--- config.mk ---
export PLATFORM = sky130hd
export DESIGN_NAME = sram_read_arbiter
export DESIGN_NICKNAME = d
export VERILOG_FILES = /design/src/rtl/sram_arb_pkg.sv /design/src/rtl/rr_arbiter2.sv /design/src/rtl/sram_read_arbiter.sv
export SDC_FILE = /design/constraint.sdc
export NUM_CORES = 1
export LEC_CHECK = 0
export BUFFER_PORTS_ARGS = -buffer_cell sky130_fd_sc_hd__buf_2
export CAP_MARGIN = 15
export CORE_ASPECT_RATIO = 1.5
export CORE_MARGIN = 2
export CORE_UTILIZATION = 40
export DETAILED_ROUTE_END_ITERATION = 8
export HOLD_SLACK_MARGIN = 0.15
export MAX_ROUTING_LAYER = met4
export PLACE_DENSITY = 0.77
export SYNTH_ARGS = -nofsm -noshare
export SYNTH_HDL_FRONTEND = slang
export SYNTH_HIERARCHICAL = 1
export SYNTH_SLANG_ARGS = --single-unit
--- constraint.sdc ---
create_clock -name Clk -period 4.8 [get_ports Clk]
set_input_delay 0.72 -clock Clk [delete_from_list [all_inputs] [get_ports Clk]]
set_output_delay 0.72 -clock Clk [all_outputs]
set_load 0.005 [all_outputs]
--- src/rtl/sram_arb_pkg.sv ---
// Shared types and constants for the board SRAM read arbiter.
//   owner_t     : tag carried with each access through the issue/capture pipeline
//   SRAM_ADDR_W : SRAM word address width
//   SRAM_DATA_W : SRAM data width
package sram_arb_pkg;

    typedef enum logic [1:0] {
        OWN_NONE,
        OWN_DISP,
        OWN_S0,
        OWN_S1
    } owner_t;

    localparam int unsigned SRAM_ADDR_W = 20;
    localparam int unsigned SRAM_DATA_W = 16;

endpackage

--- src/rtl/rr_arbiter2.sv ---
// Two-way round-robin arbiter.
//   req_i    : request bits, one per requester
//   rr_i     : priority pointer; the requester it names wins a tie
//   enable_i : when low, no grant is issued
//   gnt_o    : one-hot grant (all-zero when disabled or idle)
// The pointer itself is kept by the caller so it can decide when a grant
// counts as "used".
module rr_arbiter2 (
    input  logic [1:0] req_i,
    input  logic       rr_i,
    input  logic       enable_i,
    output logic [1:0] gnt_o
);

    always_comb begin
        gnt_o = 2'b00;
        if (enable_i) begin
            unique case (req_i)
                2'b01:   gnt_o = 2'b01;
                2'b10:   gnt_o = 2'b10;
                2'b11:   gnt_o = rr_i ? 2'b10 : 2'b01;
                default: gnt_o = 2'b00;
            endcase
        end
    end

endmodule

--- src/rtl/sram_read_arbiter.sv ---
// Read arbiter for the single 16-bit board SRAM.
// The display owns every even (phase 0) cycle it asks for; all other cycles go
// round-robin to the sprite fetch (requester 0) and platform scanner
// (requester 1). Fixed two-cycle read latency for every owner.
//   Clk, Reset             : system clock, synchronous active-high reset
//   disp_req/addr          : display request for the current phase 0 slot
//   disp_data/valid        : returned display word and its one-cycle strobe
//   sec_req/addr0/addr1    : secondary requests, held until sec_gnt
//   sec_gnt                : combinational one-hot grant (address accepted)
//   sec_data/valid         : returned secondary word, one-hot strobe
//   SRAM_*                 : registered SRAM pins, read-only (WE_N tied high)
module sram_read_arbiter
    import sram_arb_pkg::*;
#(
    parameter int unsigned ADDR_W = SRAM_ADDR_W,
    parameter int unsigned DATA_W = SRAM_DATA_W
) (
    input  logic              Clk,
    input  logic              Reset,
    input  logic              disp_req,
    input  logic [ADDR_W-1:0] disp_addr,
    output logic [DATA_W-1:0] disp_data,
    output logic              disp_valid,
    input  logic [1:0]        sec_req,
    input  logic [ADDR_W-1:0] sec_addr0,
    input  logic [ADDR_W-1:0] sec_addr1,
    output logic [1:0]        sec_gnt,
    output logic [DATA_W-1:0] sec_data,
    output logic [1:0]        sec_valid,
    input  logic [DATA_W-1:0] SRAM_DQ,
    output logic [ADDR_W-1:0] SRAM_ADDR,
    output logic              SRAM_CE_N,
    output logic              SRAM_OE_N,
    output logic              SRAM_UB_N,
    output logic              SRAM_LB_N,
    output logic              SRAM_WE_N
);

    logic              phase_q, phase_d;
    logic              rr_q, rr_d;
    owner_t            iss_own_q, iss_own_d;
    logic [ADDR_W-1:0] sram_addr_q, sram_addr_d;
    logic              sram_ctl_n_q, sram_ctl_n_d;
    logic [DATA_W-1:0] disp_data_q, disp_data_d;
    logic              disp_valid_q, disp_valid_d;
    logic [DATA_W-1:0] sec_data_q, sec_data_d;
    logic [1:0]        sec_valid_q, sec_valid_d;

    logic              disp_win;
    logic [1:0]        arb_gnt;

    // Display only claims phase 0; an idle display slot falls through.
    assign disp_win = ~phase_q & disp_req;

    // Gate with Reset so no grant is accepted in a cycle whose issue is discarded.
    rr_arbiter2 u_rr_arbiter2 (
        .req_i    (sec_req),
        .rr_i     (rr_q),
        .enable_i (~disp_win & ~Reset),
        .gnt_o    (arb_gnt)
    );

    assign sec_gnt = arb_gnt;

    // Issue decision and pointer update.
    always_comb begin
        iss_own_d   = OWN_NONE;
        sram_addr_d = sram_addr_q;
        rr_d        = rr_q;
        phase_d     = ~phase_q;
        if (disp_win) begin
            iss_own_d   = OWN_DISP;
            sram_addr_d = disp_addr;
        end else if (arb_gnt[0]) begin
            iss_own_d   = OWN_S0;
            sram_addr_d = sec_addr0;
            rr_d        = 1'b1;
        end else if (arb_gnt[1]) begin
            iss_own_d   = OWN_S1;
            sram_addr_d = sec_addr1;
            rr_d        = 1'b0;
        end
        sram_ctl_n_d = (iss_own_d == OWN_NONE);
    end

    // Capture and steering are merged: SRAM_DQ is sampled straight into the
    // owner's output register so the strobe lands two cycles after the grant,
    // and data registers only load on their own strobe so they hold otherwise.
    always_comb begin
        disp_data_d  = disp_data_q;
        sec_data_d   = sec_data_q;
        disp_valid_d = (iss_own_q == OWN_DISP);
        sec_valid_d  = {iss_own_q == OWN_S1, iss_own_q == OWN_S0};
        if (iss_own_q == OWN_DISP) begin
            disp_data_d = SRAM_DQ;
        end
        if ((iss_own_q == OWN_S0) || (iss_own_q == OWN_S1)) begin
            sec_data_d = SRAM_DQ;
        end
    end

    always_ff @(posedge Clk) begin
        if (Reset) begin
            phase_q      <= 1'b0;
            rr_q         <= 1'b0;
            iss_own_q    <= OWN_NONE;
            sram_addr_q  <= '0;
            sram_ctl_n_q <= 1'b1;
            disp_data_q  <= '0;
            disp_valid_q <= 1'b0;
            sec_data_q   <= '0;
            sec_valid_q  <= 2'b00;
        end else begin
            phase_q      <= phase_d;
            rr_q         <= rr_d;
            iss_own_q    <= iss_own_d;
            sram_addr_q  <= sram_addr_d;
            sram_ctl_n_q <= sram_ctl_n_d;
            disp_data_q  <= disp_data_d;
            disp_valid_q <= disp_valid_d;
            sec_data_q   <= sec_data_d;
            sec_valid_q  <= sec_valid_d;
        end
    end

    assign SRAM_ADDR  = sram_addr_q;
    assign SRAM_CE_N  = sram_ctl_n_q;
    assign SRAM_OE_N  = sram_ctl_n_q;
    assign SRAM_UB_N  = sram_ctl_n_q;
    assign SRAM_LB_N  = sram_ctl_n_q;
    assign SRAM_WE_N  = 1'b1;
    assign disp_data  = disp_data_q;
    assign disp_valid = disp_valid_q;
    assign sec_data   = sec_data_q;
    assign sec_valid  = sec_valid_q;

endmodule

==> results.toml <==
[clock_network]
cts_buffers = 9
cts_root_buffer = "clkbuf_8"
cts_tree = "done"
cts.repair.resized = 0
clock_latency_ns = 0.33
numClockSinks = 60
cts_hold_buf = 0
cts_buffer_depth = 2
cts_setup_buffers = 0
clkTransAtPathRegs_ns = 0.06
htree_num_levels = 3

[global_route]
gr-total-overflow = 0
grtUsageTotal_pct = 20.5
grt_first_pass_wirelength_mm = 12.0
grt_pass1_vias = 2623
grt_max_degree = 69
antenna_found_initial = 0

[yosys]
synthesis.instances = 288
synth.distinct_cells = 26
syn_area_sq_mm = 0.00269
syn_nets = 369
synth_area_leaders = "dfxtp_1 (45%), mux2i_1 (9.3%), nand2_1 (5.2%), o32ai_1 (3.6%), a21oi_1 (3.5%)"
avgSynthCellArea_sq_um = 9.34
yosysSeqAreaShare_pct = 44.7
ys_seq_elements = 60
synth_area_leader_cell = "dfxtp_1"
yosys.area.top_type_share_pct = 44.7
yosys_warnings = 6

[placement]
place_ws_ns = 1.90
place_area_sq_mm = 0.00335
placed_cells = 477
place_congestion = 0.853
dp_hpwl_mm = 5.07
portBuffers = 141

[sta]
fin_crit_sh_pct = 60.8
max_freq_mhz = 343
setup_tns_ns = 0
setup_slack_ns = 1.88
period_minus_slack_ns = 2.92
grt_setup_unrepaired = "no"
max_slew_margin_pct = 27.8
drv_slew = 0
skew_ns = 0.00745
finalSetupViolCount = 0
worst_slew_pin_slew_ns = 1.08
final-hold-violation-count = 0

[final_layout]
instances_no_fill = 493
drive_gt1_share_pct = 41.7
fin_util_pct = 54.4
nets = 494
finish.instance_area_sq_mm = 0.00353
num-fill-cells = 643
diodes = 0
syn2layout_area_growth_pct = 31.2

[setup_path]
worstSetupPathType = "in2out"
crit_required_ns = 4.08
start_kind = "input pin"
end_kind = "output port"
crit_fanout = 17
crit_arrival_ns = 2.20

[detailed_routing]
drc = 0
wirelength_mm = 7.29
dr.pass1.iters = 4
wl_per_cell_um = 14.8
ant_nets = 0
num_vias = 2624
drt_iter0_drc = 141
via_per_inst = 5.32

[power_and_ir_drop]
power.leakage_nw = 1.62
ir_worst_vdd_mv = 0.178
power_density_mw_per_mm2 = 322

[hold_path]
hold_path.class = "reg2reg"

[die]
rows = 36
fp.dieArea_sq_mm = 0.00741
die_x_um = 71.0
coreArea_sq_mm = 0.00649
start_util_pct = 41.5
pin_count = 143
die_h_um = 104

[run]
maxCapViolCount = 0

[status]
status = "finished clean"
## worst paths after layout
| path | startpoint | slack (ns) | end | cells past startpoint |
|---|---|---|---|---|
| max | disp_req | 1.88 | sec_gnt[0] | 7 |
| min | disp_data[4] | 0.45 | disp_data[4] | 2 |
| max reg2reg | phase_q | 2.46 | SRAM_ADDR[4] | 3 |
| min reg2reg | disp_data[4] | 0.45 | disp_data[4] | 2 |
## cell usage in the layout, fill, tap and decap left out, types with 9 or more instances in the layout
cell type,count
nor4bb_1,9
nor2_1,22
dfxtp_1,60
o21ai_0,11
nor2b_1,10
mux2i_1,25
clkbuf_8,11
a41oi_1,9
a21oi_1,18
o32ai_1,11
inv_1,14
buf_2,141
nand2_1,37
## critical path: stages
cell,delay [ns]
buf_2,0.15
nor2b_2,0.17
nor2_1,0.14
nand2_1,0.10
a21oi_4,0.40
buf_4,0.35
buf_2,0.16
## area by class of cell
class | instances | area [sq um] | share of cell area (%)
clock buffer | 11 | 151 | 4.29
timing repair buffer | 147 | 751 | 21.3
tap | 76 | 95.1 | 2.69
clock inverter | 4 | 25.0 | 0.709
inverter | 14 | 52.6 | 1.49
sequential | 60 | 1200 | 34.0
multi-input combinational | 181 | 1250 | 35.5
## kinds of logic (layout without fill, tap and decap cells)
family | after synthesis | after routing | share of synthesized area (%)
AND/OR/NAND/NOR | 84 | 84 | 15.3
multiplexers | 25 | 25 | 9.30
buffers and inverters | 47 | 176 | 9.26
AO/OA/AOI/OAI | 71 | 71 | 21.3
flip-flops | 60 | 60 | 44.7
other | 1 | 1 | 0.139
## stage by stage
| step | hold WS, ns | power, mW |
|---|---|---|
| after detailed placement | 0.444 | 0.745 |
| after global placement | 0.441 | 0.739 |
| after CTS | 0.453 | 1.15 |
| final | 0.452 | 1.14 |
| after floorplan | 0.428 | 0.666 |
| after global routing | 0.475 | 1.19 |
## cells in the mapped netlist
library cell / n
o21ai_0: 11
buf_1: 2
mux2i_1: 25
clkbuf_1: 7
nor3b_1: 1
a21oi_1: 19
nand2b_1: 2
and3_1: 1
inv_1: 14
buf_6: 4
nand2_1: 37
nor2_1: 22
o32ai_1: 11
a41oi_1: 9
o41ai_1: 4
buf_4: 7
conb_1: 1
nor4bb_1: 9
dfxtp_1: 60
buf_2: 13
o41ai_2: 5
nor3_1: 1
a221oi_1: 6
a221oi_2: 5
o21ai_1: 1
nor2b_1: 11
## power breakdown
group	internal, mW	switching, mW
clock network	0.210	0.192
logic	0.0883	0.0957
registers	0.529	0.0202
## sequential cells by signal (all words and copies together), names as in the netlist
| signal | flops |
|---|---|
| SRAM_ADDR | 20 |
| SRAM_CE_N | 1 |
| disp_data | 16 |
| disp_valid | 1 |
| iss_own_q | 2 |
| phase_q | 1 |
| rr_q | 1 |
| sec_data | 16 |
| sec_valid | 2 |
## metal layers
| metal | wire length, um | vias up | share of wire [%] | track usage [%] |
|---|---|---|---|---|
| met4 | 257 | 0 | 3.5 | 12.9 |
| li1 | - | 1271 | - | - |
| met2 | 3790 | 94 | 52 | 33.8 |
| met1 | 2870 | 1239 | 39 | 22.6 |
| met3 | 372 | 20 | 5.1 | 3.00 |
| met5 | 0 | - | 0 | - |
No activity file was read; power rests on OpenSTA's default activity.
